## config.mk

```make
export PLATFORM = sky130hd
export DESIGN_NAME = axi_channel_fifo
export DESIGN_NICKNAME = d
export VERILOG_FILES = /design/src/rtl/axi_channel_fifo.sv
export SDC_FILE = /design/constraint.sdc
export NUM_CORES = 1
export LEC_CHECK = 0
export BUFFER_PORTS_ARGS = -buffer_cell sky130_fd_sc_hd__buf_2
export CAP_MARGIN = 0
export CORE_MARGIN = 1
export CORE_UTILIZATION = 55
export CTS_CLUSTER_DIAMETER = 120
export CTS_CLUSTER_SIZE = 12
export DETAILED_ROUTE_END_ITERATION = 12
export GPL_TIMING_DRIVEN = 0
export PLACE_DENSITY_LB_ADDON = 0.15
export RECOVER_POWER = 25
export SLEW_MARGIN = 15
export SYNTH_ARGS = -nofsm -noshare
export SYNTH_HDL_FRONTEND = slang
export SYNTH_SLANG_ARGS = --single-unit
```

## constraint.sdc

```tcl
create_clock -name clk -period 2.6 [get_ports clk]
set_input_delay 0.65 -clock clk [delete_from_list [all_inputs] [get_ports clk]]
set_output_delay 0.65 -clock clk [all_outputs]
set_load 0.01 [all_outputs]
```

## src/rtl/axi_channel_fifo.sv

```systemverilog
// Valid/ready FIFO for one AXI channel: first-word-fall-through, with an optional
// store-and-forward packet mode keyed on the stored last flag.
module axi_channel_fifo #(
  parameter int C_DATA_WIDTH          = 32,
  parameter int C_FIFO_DEPTH          = 16,
  parameter int C_PACKET_MODE         = 0,
  parameter int C_ALMOST_FULL_THRESH  = C_FIFO_DEPTH - 2,
  parameter int C_ALMOST_EMPTY_THRESH = 2
) (
  input  logic                          clk,
  input  logic                          resetn,
  input  logic [C_DATA_WIDTH-1:0]       s_data,
  input  logic                          s_last,
  input  logic                          s_valid,
  output logic                          s_ready,
  output logic [C_DATA_WIDTH-1:0]       m_data,
  output logic                          m_last,
  output logic                          m_valid,
  input  logic                          m_ready,
  output logic [$clog2(C_FIFO_DEPTH):0] count,
  output logic                          full,
  output logic                          empty,
  output logic                          almost_full,
  output logic                          almost_empty
);

  localparam int AW = $clog2(C_FIFO_DEPTH);
  localparam int CW = AW + 1;
  localparam logic [AW-1:0] PTR_ONE_C = {{(AW-1){1'b0}}, 1'b1};
  localparam logic [CW-1:0] CNT_ZERO_C = {CW{1'b0}};
  localparam logic [CW-1:0] CNT_ONE_C  = {{(CW-1){1'b0}}, 1'b1};
  localparam logic [CW-1:0] DEPTH_C    = CW'(C_FIFO_DEPTH);
  localparam logic [CW-1:0] AF_C       = CW'(C_ALMOST_FULL_THRESH);
  localparam logic [CW-1:0] AE_C       = CW'(C_ALMOST_EMPTY_THRESH);

  logic [C_DATA_WIDTH:0] mem_q [C_FIFO_DEPTH];
  logic [AW-1:0] wr_ptr_q, wr_ptr_d, rd_ptr_q, rd_ptr_d;
  logic [CW-1:0] count_q, count_d, pkt_cnt_q, pkt_cnt_d;
  logic          full_q, full_d, empty_q, empty_d;
  logic          afull_q, afull_d, aempty_q, aempty_d;
  logic          s_ready_q, s_ready_d, override_q, override_d;
  logic          wr_s, rd_s, pkt_inc_s, pkt_dec_s, m_valid_s;

  // Head entry falls through to the output; packet mode gates validity.
  always_comb begin
    {m_last, m_data} = mem_q[rd_ptr_q];
    if (C_PACKET_MODE != 0) begin
      m_valid_s = !empty_q && ((pkt_cnt_q != CNT_ZERO_C) || override_q);
    end else begin
      m_valid_s = !empty_q;
    end
  end

  // Next-state computation for pointers, occupancy, flags and packet tracking.
  always_comb begin
    wr_s      = s_valid && s_ready_q;
    rd_s      = m_valid_s && m_ready;
    pkt_inc_s = wr_s && s_last;
    pkt_dec_s = rd_s && m_last;
    wr_ptr_d  = wr_s ? (wr_ptr_q + PTR_ONE_C) : wr_ptr_q;
    rd_ptr_d  = rd_s ? (rd_ptr_q + PTR_ONE_C) : rd_ptr_q;

    case ({wr_s, rd_s})
      2'b10:   count_d = count_q + CNT_ONE_C;
      2'b01:   count_d = count_q - CNT_ONE_C;
      default: count_d = count_q;
    endcase

    case ({pkt_inc_s, pkt_dec_s})
      2'b10:   pkt_cnt_d = pkt_cnt_q + CNT_ONE_C;
      2'b01:   pkt_cnt_d = pkt_cnt_q - CNT_ONE_C;
      default: pkt_cnt_d = pkt_cnt_q;
    endcase

    // A full FIFO holding no complete packet can never release one: drain cut-through.
    if (C_PACKET_MODE == 0) begin
      override_d = 1'b0;
    end else if (pkt_dec_s) begin
      override_d = 1'b0;
    end else if (full_q && (pkt_cnt_q == CNT_ZERO_C)) begin
      override_d = 1'b1;
    end else begin
      override_d = override_q;
    end

    full_d    = (count_d == DEPTH_C);
    empty_d   = (count_d == CNT_ZERO_C);
    afull_d   = (count_d >= AF_C);
    aempty_d  = (count_d <= AE_C);
    s_ready_d = !full_d;
  end

  // Payload storage; contents survive reset on purpose.
  always_ff @(posedge clk) begin
    if (wr_s) begin
      mem_q[wr_ptr_q] <= {s_last, s_data};
    end
  end

  // Control state with asynchronous clear.
  always_ff @(posedge clk or negedge resetn) begin
    if (!resetn) begin
      wr_ptr_q   <= {AW{1'b0}};
      rd_ptr_q   <= {AW{1'b0}};
      count_q    <= CNT_ZERO_C;
      pkt_cnt_q  <= CNT_ZERO_C;
      full_q     <= 1'b0;
      empty_q    <= 1'b1;
      afull_q    <= 1'b0;
      aempty_q   <= 1'b1;
      s_ready_q  <= 1'b0;
      override_q <= 1'b0;
    end else begin
      wr_ptr_q   <= wr_ptr_d;
      rd_ptr_q   <= rd_ptr_d;
      count_q    <= count_d;
      pkt_cnt_q  <= pkt_cnt_d;
      full_q     <= full_d;
      empty_q    <= empty_d;
      afull_q    <= afull_d;
      aempty_q   <= aempty_d;
      s_ready_q  <= s_ready_d;
      override_q <= override_d;
    end
  end

  assign s_ready      = s_ready_q;
  assign m_valid      = m_valid_s;
  assign count        = count_q;
  assign full         = full_q;
  assign empty        = empty_q;
  assign almost_full  = afull_q;
  assign almost_empty = aempty_q;

endmodule

```

==> summary.txt, run 1 <==
Timing
  – Worst Tran Pin Value: approximately 0.76 ns
  – Hold slack final: roughly 0.45 ns
  – RSZ-0062 raised after global routing: yes
  – Worst Skew: 0.0137 ns
  – Final TNS setup: -23.00 ns
  – Final period util: 1.29
  – Final hold vios: 0
  – Max frequency: 298 MHz
  – Fin. max-slew vios: 0
  – Worst setup margin: -0.751 ns
  – Final setup vio count: 34
  – Slew headroom: 0.493
  – Period minus WS final: 3.35 ns

CTS
  – Number of buffers created by CTS: 51
  – Clock network latency to the later pin of the worst-skew pair: 0.58 ns
  – CTS tree: built
  – Max clock buf depth: 3
  – Reg clk slew, reported paths: 0.06 ns
  – H-tree depth: 2
  – Root buf cell: clkbuf_16
  – Clk sinks: 546

Die
  – Row count: 71
  – Core area: around 0.038 mm2
  – Starting Density: 0.558
  – Ports: 81
  – Die Wd: 197 um
  – Die footprint: 0.0390 mm2
  – Die Ht: approximately 200 um

Setup path
  – Crit path max fanout: 6
  – Crit path DAT: 2.70 ns
  – Crit path kind: flop to output pin
  – CP Data Required Time: ~2.0 ns
  – CP Capture Type: output pin
  – Startpoint types: flop

Yosys
  – Yosys cell types: between 40 and 50
  – Synthesized area per cell: 24.4 um2
  – Syn_nets: 907
  – Mapped Cells: 863
  – Seq/Total Area, Yosys: 0.776
  – Synth Register Bits: 546
  – Post-synth top area share: 0.754
  – Mapped Area: 0.0210 mm2
  – Ys Warns: 0
  – Top cells by area, synth: edfxtp_1 75%, mux4_2 18%, dfrtp_1 1.9%, buf_6 0.54%, xnor2_1 0.46%
  – Cell taking the most area after synthesis: edfxtp_1

Finish
  – Filler cells: around 2500
  – Layout cells sized above 1: 0.381
  – Area grow syn2layout: 17.1%
  – Final instance area: 0.0246 mm2
  – Finished Core Util: 0.653
  – # diodes: 0
  – Fin nets: 1078

Drt
  – Via density: roughly 6.3
  – Via count: 9722
  – Drt pass-1 iters: 4
  – Routed Antenna Nets: 0
  – Final WL: between 40 and 50 mm
  – DRC violations left: 0
  – Routed WL per cell: approximately 29 um
  – DRT iter0 DRCs: around 830

Placed design
  – Cell Area, Placed: 0.0225 mm2
  – PortBufs: 80
  – Hpwl dp: about 26 mm
  – Pre-CTS WS: -0.821 ns
  – Gpl congestion: 0.763

Global route
  – GRT Resource Usage Total: 0.236
  – Remaining Overflow, GRT: 0
  – First-pass GRT wire length: 65.0 mm
  – Number of global-route vias before repair: about 10000
  – Largest net degree at the start of global routing: 23
  – Initial antenna violation count: 1

Pwr
  – Peak VDD IR: 727 uV
  – Power per cell area: between 1000 and 1500 mW/mm2
  – Leak pwr: 7.93 nW

Status
  – Status: complete, but fails checks
  – Violated checks: setup timing

Worst hold path
  – Worst min-delay path category: input port to flop

Run
  – Max Cap Violations: 0
[cell type report]
class / count / area, um2 / area share
multi-input cells: 263 / 4510 / 0.183
plain buffers: 42 / 480 / 0.0195
flip-flops and latches: 546 / 16300 / 0.663
repair buffers: 120 / 1240 / 0.0505
clock buffers: 62 / 1360 / 0.0553
clock inverters: 1 / 8.76 / 0.000356
inverters: 10 / 57.6 / 0.00234
well taps: 511 / 639 / 0.0260
[repair_timing]
action | CTS | global route
endpoints found under the hold margin | 16 | 0
gates resized for setup | 77 | 61
pin swaps | 2 | 9
hold buffers | 1 | 0
setup endpoints to repair | 38 | 38
gates cloned | 0 | 9
setup buffers | 5 | 9
[cell usage in the layout, fill, tap and decap left out, types with 4 or more instances in the layout]
| cell type | synthesis | layout |
|---|---|---|
| buf_4 | 1 | 15 |
| dfrtp_1 | 16 | 15 |
| buf_2 | 11 | 32 |
| buf_12 | 0 | 14 |
| ha_1 | 7 | 6 |
| and2_2 | 0 | 12 |
| nor2_1 | 6 | 6 |
| buf_16 | 0 | 10 |
| clkbuf_1 | 13 | 34 |
| and3_2 | 0 | 4 |
| nand2_1 | 9 | 8 |
| clkbuf_16 | 0 | 61 |
| xnor2_1 | 11 | 10 |
| edfxtp_1 | 528 | 528 |
| buf_6 | 10 | 40 |
| inv_1 | 8 | 8 |
| mux4_2 | 165 | 165 |
| clkbuf_2 | 0 | 8 |
[Yosys cell counts, drive strengths merged]
cell type    n
ha           7
nand4b       1
nand2b       2
or4b         1
and2        13
a21boi       1
a211oi       2
xnor2       11
or2          1
nor3         7
and3         6
dfstp        2
nand3        4
buf         31
a31oi        2
o211ai       1
clkbuf      13
o311a        1
or3          1
o21ai        3
mux4       165
a21oi        5
a221oi       1
mux2i        1
o22ai        2
xor2         1
nand2        9
nor4b        1
nor2         6
nor2b        2
a31o         2
inv         10
a21o         1
dfrtp       16
edfxtp     528
nand4        1
or4          1
nor3b        1
[metrics by stage]
stage / power (mW) / std cells
floorplan: 16.5 / 863
global placement: 19.2 / 1454
detailed placement: 19.4 / 1470
CTS: 26.6 / 1539
global route: 28.4 / 1555
finish: 27.3 / 1555
[power breakdown]
part	switching, mW	total, mW	internal [mW]
logic	4.65	9.83	5.18
registers	0.259	10.9	10.6
clock network	2.94	6.56	3.62
total	7.86	27.3	19.4
[worst max-delay path, cell delays in order, from the launching register on]
cell and delay [ns]:
dfrtp_2 0.42, buf_8 0.16, clkbuf_16 0.19, buf_16 0.14
mux4_2 0.50, mux4_2 0.56, buf_6 0.15
[worst paths after layout]
| check | startpoint | endpoint | slack (ns) | cells after the start |
|---|---|---|---|---|
| setup reg to reg | empty | empty | -0.02 | 11 |
| setup / recovery | rd_ptr_q[0] | m_last | -0.75 | 6 |
| hold reg to reg | wr_ptr_q[2] | wr_ptr_q[2] | 0.54 | 1 |
| min in group asynchronous | resetn | count[1] | 0.54 | 2 |
| max in group asynchronous | resetn | empty | 1.73 | 2 |
| hold / removal | s_data[24] | mem_q[15][24] | 0.45 | 1 |
[state kept, by name, summed over array words and instances, names as in the netlist]
name and flops:
almost_empty 1, almost_full 1, count 5, empty 1, full 1, mem_q 528
rd_ptr_q 4, s_ready 1, wr_ptr_q 4
[kinds of logic (layout without fill, tap and decap cells)]
family	after synthesis	count (layout)	share of synthesized area
multiplexers	166	166	0.177
adder cells (fa/ha/maj)	7	7	0.00417
flip-flops	546	546	0.776
buffers and inverters	54	235	0.0142
AO/OA/AOI/OAI	21	21	0.00732
XOR/XNOR	12	12	0.00500
AND/OR/NAND/NOR	57	57	0.0162
[per-layer routing]
layer	wire [um]	GRT usage	vias to the layer above
met1	19200	0.340	5275
li1	-	-	4018
met4	1060	0.0729	2
met5	11	0	-
met3	2890	0.0379	78
met2	21700	0.376	349
No activity file was read; power rests on OpenSTA's default activity.
==> run 2: changes to the inputs <==
Settings changed: BUFFER_PORTS_ARGS -buffer_cell sky130_fd_sc_hd__buf_2 to default, CORE_ASPECT_RATIO from default to 0.7, CORE_UTILIZATION 55 to 57, DONT_BUFFER_PORTS from default to 1.
==> summary.txt, run 2 (synthesis results as in run 1) <==
Die
  – Row count: 58
  – Die Wd: 232 um
  – Die Ht: about 160 um
  – Starting Density: 0.582
  – Die footprint: ~0.038 mm2
  – Core area: 0.0361 mm2
  – Ports: a little over 80

Worst hold path
  – Worst min-delay path category: input port to flop

Drt
  – DRT iter0 DRCs: 1052
  – Via count: around 9400
  – Drt pass-1 iters: 7
  – Final WL: 44.5 mm
  – Routed WL per cell: 30.7 um
  – Via density: between 6 and 7
  – Routed Antenna Nets: 0
  – DRC violations left: 0

CTS
  – Number of buffers created by CTS: 51
  – CTS tree: built
  – Reg clk slew, reported paths: 0.06 ns
  – Max clock buf depth: 3
  – Clock network latency to the later pin of the worst-skew pair: approximately 0.57 ns
  – Root buf cell: clkbuf_16
  – Clk sinks: 546
  – H-tree depth: 2

Pwr
  – Peak VDD IR: 530 uV
  – Sw Share: 0.291
  – Power per cell area: between 1000 and 1500 mW/mm2
  – Clk pwr share: 0.248
  – Psw: about 7.5 mW
  – Logic pwr share: 0.327
  – Total power: between 20 and 30 mW
  – Leak pwr: roughly 7.6 nW
  – Cell-internal power: 18.3 mW
  – Part of the power in registers: 0.424

Timing
  – Final hold vios: 0
  – Period minus WS final: about 3.2 ns
  – Final setup vio count: 34
  – Fin. max-slew vios: 0
  – Final period util: 1.23
  – Slew headroom: 0.364
  – Worst setup margin: -0.608 ns
  – Worst Skew: approximately 0.012 ns
  – Worst Tran Pin Value: 0.951 ns
  – Max frequency: 312 MHz
  – RSZ-0062 raised after global routing: yes

Global route
  – First-pass GRT wire length: 64.3 mm
  – Largest net degree at the start of global routing: 24
  – Remaining Overflow, GRT: 0
  – Initial antenna violation count: 0
  – Number of global-route vias before repair: 9769
  – GRT Resource Usage Total: 0.241

Placed design
  – Gpl congestion: 0.806
  – Placed cells: roughly 1400
  – Hpwl dp: 26.3 mm
  – PortBufs: 0

Finish
  – Largest Register: mem_q
  – Commonest cells after routing, fill and taps aside: 528 x edfxtp_1, 165 x mux4_2, 55 x clkbuf_16
  – Max reg flops: around 530
  – # diodes: 0
  – Layout cells sized above 1: 0.356
  – Most common cell after layout, fill and taps aside: edfxtp_1
  – Fin cells: around 1400
  – Area grow syn2layout: 14.0%
  – Fin nets: ~1000
  – Finished Core Util: 0.663

Run
  – Max Cap Violations: 0

Setup path
  – Startpoint types: flop
  – CP Capture Type: output pin
  – Crit path DAT: between 2 and 3 ns
  – Crit path max fanout: 7
  – CP Data Required Time: roughly 2.0 ns
  – Crit path kind: flop to output pin
  – FF-to-FF setup slack: -0.01 ns

Status
  – Status: complete, but fails checks
  – Violated checks: setup timing
## run 2: critical path, stage by stage (launching register included)
cell and delay [ns]:
dfrtp_1 0.37, buf_6 0.16, buf_12 0.12, buf_12 0.13, buf_16 0.14, mux4_2 0.51, mux4_2 0.56
## run 2: path summary, 6_finish.rpt
| check | start | to | cells past startpoint |
|---|---|---|---|
| min in group asynchronous | resetn | wr_ptr_q[3] | 1 |
| setup reg to reg | empty | empty | 11 |
| hold / removal | s_data[4] | mem_q[13][4] | 0 |
| setup / recovery | rd_ptr_q[0] | m_data[13] | 6 |
| hold reg to reg | wr_ptr_q[2] | wr_ptr_q[2] | 1 |
| max in group asynchronous | resetn | rd_ptr_q[0] | 1 |
## run 2: layer usage
metal / track usage / vias up / wire length, um
li1: - / 3873 / -
met1: 0.361 / 5106 / 19200
met2: 0.373 / 380 / 21100
met3: 0.0504 / 80 / 3250
met4: 0.0545 / 0 / 916
met5: 0 / - / 0
## run 2: repair_timing
action                                  CTS  global route
endpoints found under the setup margin   39            39
setup buffers                             7            19
pin swaps                                 7             6
cloned                                    0             4
hold endpoints to repair                 18             0
hold buffers                              1             0
resized for setup                        71            19
## run 2: final cells by class
type                       instances  area [um2]
sequential                       546       16300
fill                            2185       12200
multi-input combinational        263        4520
clock buffer                      60        1310
timing repair buffer              47         741
tap                              480         601
buffer                            39         404
inverter                          10        57.6
clock inverter                     2        17.5
## run 2: stage by stage
stage / cell area [um2] / TNS, ns / hold WS (ns) / worst slack [ns]
finish: 24000 / -19.24 / 0.169 / -0.608
floorplan: 21000 / -0.0932 / 0.354 / -0.0487
global route: 24000 / -21.26 / 0.149 / -0.663
global placement: 21600 / -336.42 / 0.355 / -0.858
detailed placement: 22100 / -19.71 / 0.355 / -0.623
CTS: 23700 / -19.79 / 0.151 / -0.635
## run 2: power groups by stage
| stage | clock (mW) | combinational, mW | sequential [mW] |
|---|---|---|---|
| after floorplan | 0 | 5.51 | 11.0 |
| after global placement | 0 | 7.28 | 11.1 |
| after detailed placement | 0 | 7.69 | 11.1 |
| after CTS | 6.48 | 8.07 | 11.0 |
| after global routing | 6.80 | 8.94 | 11.0 |
| final | 6.41 | 8.45 | 11.0 |
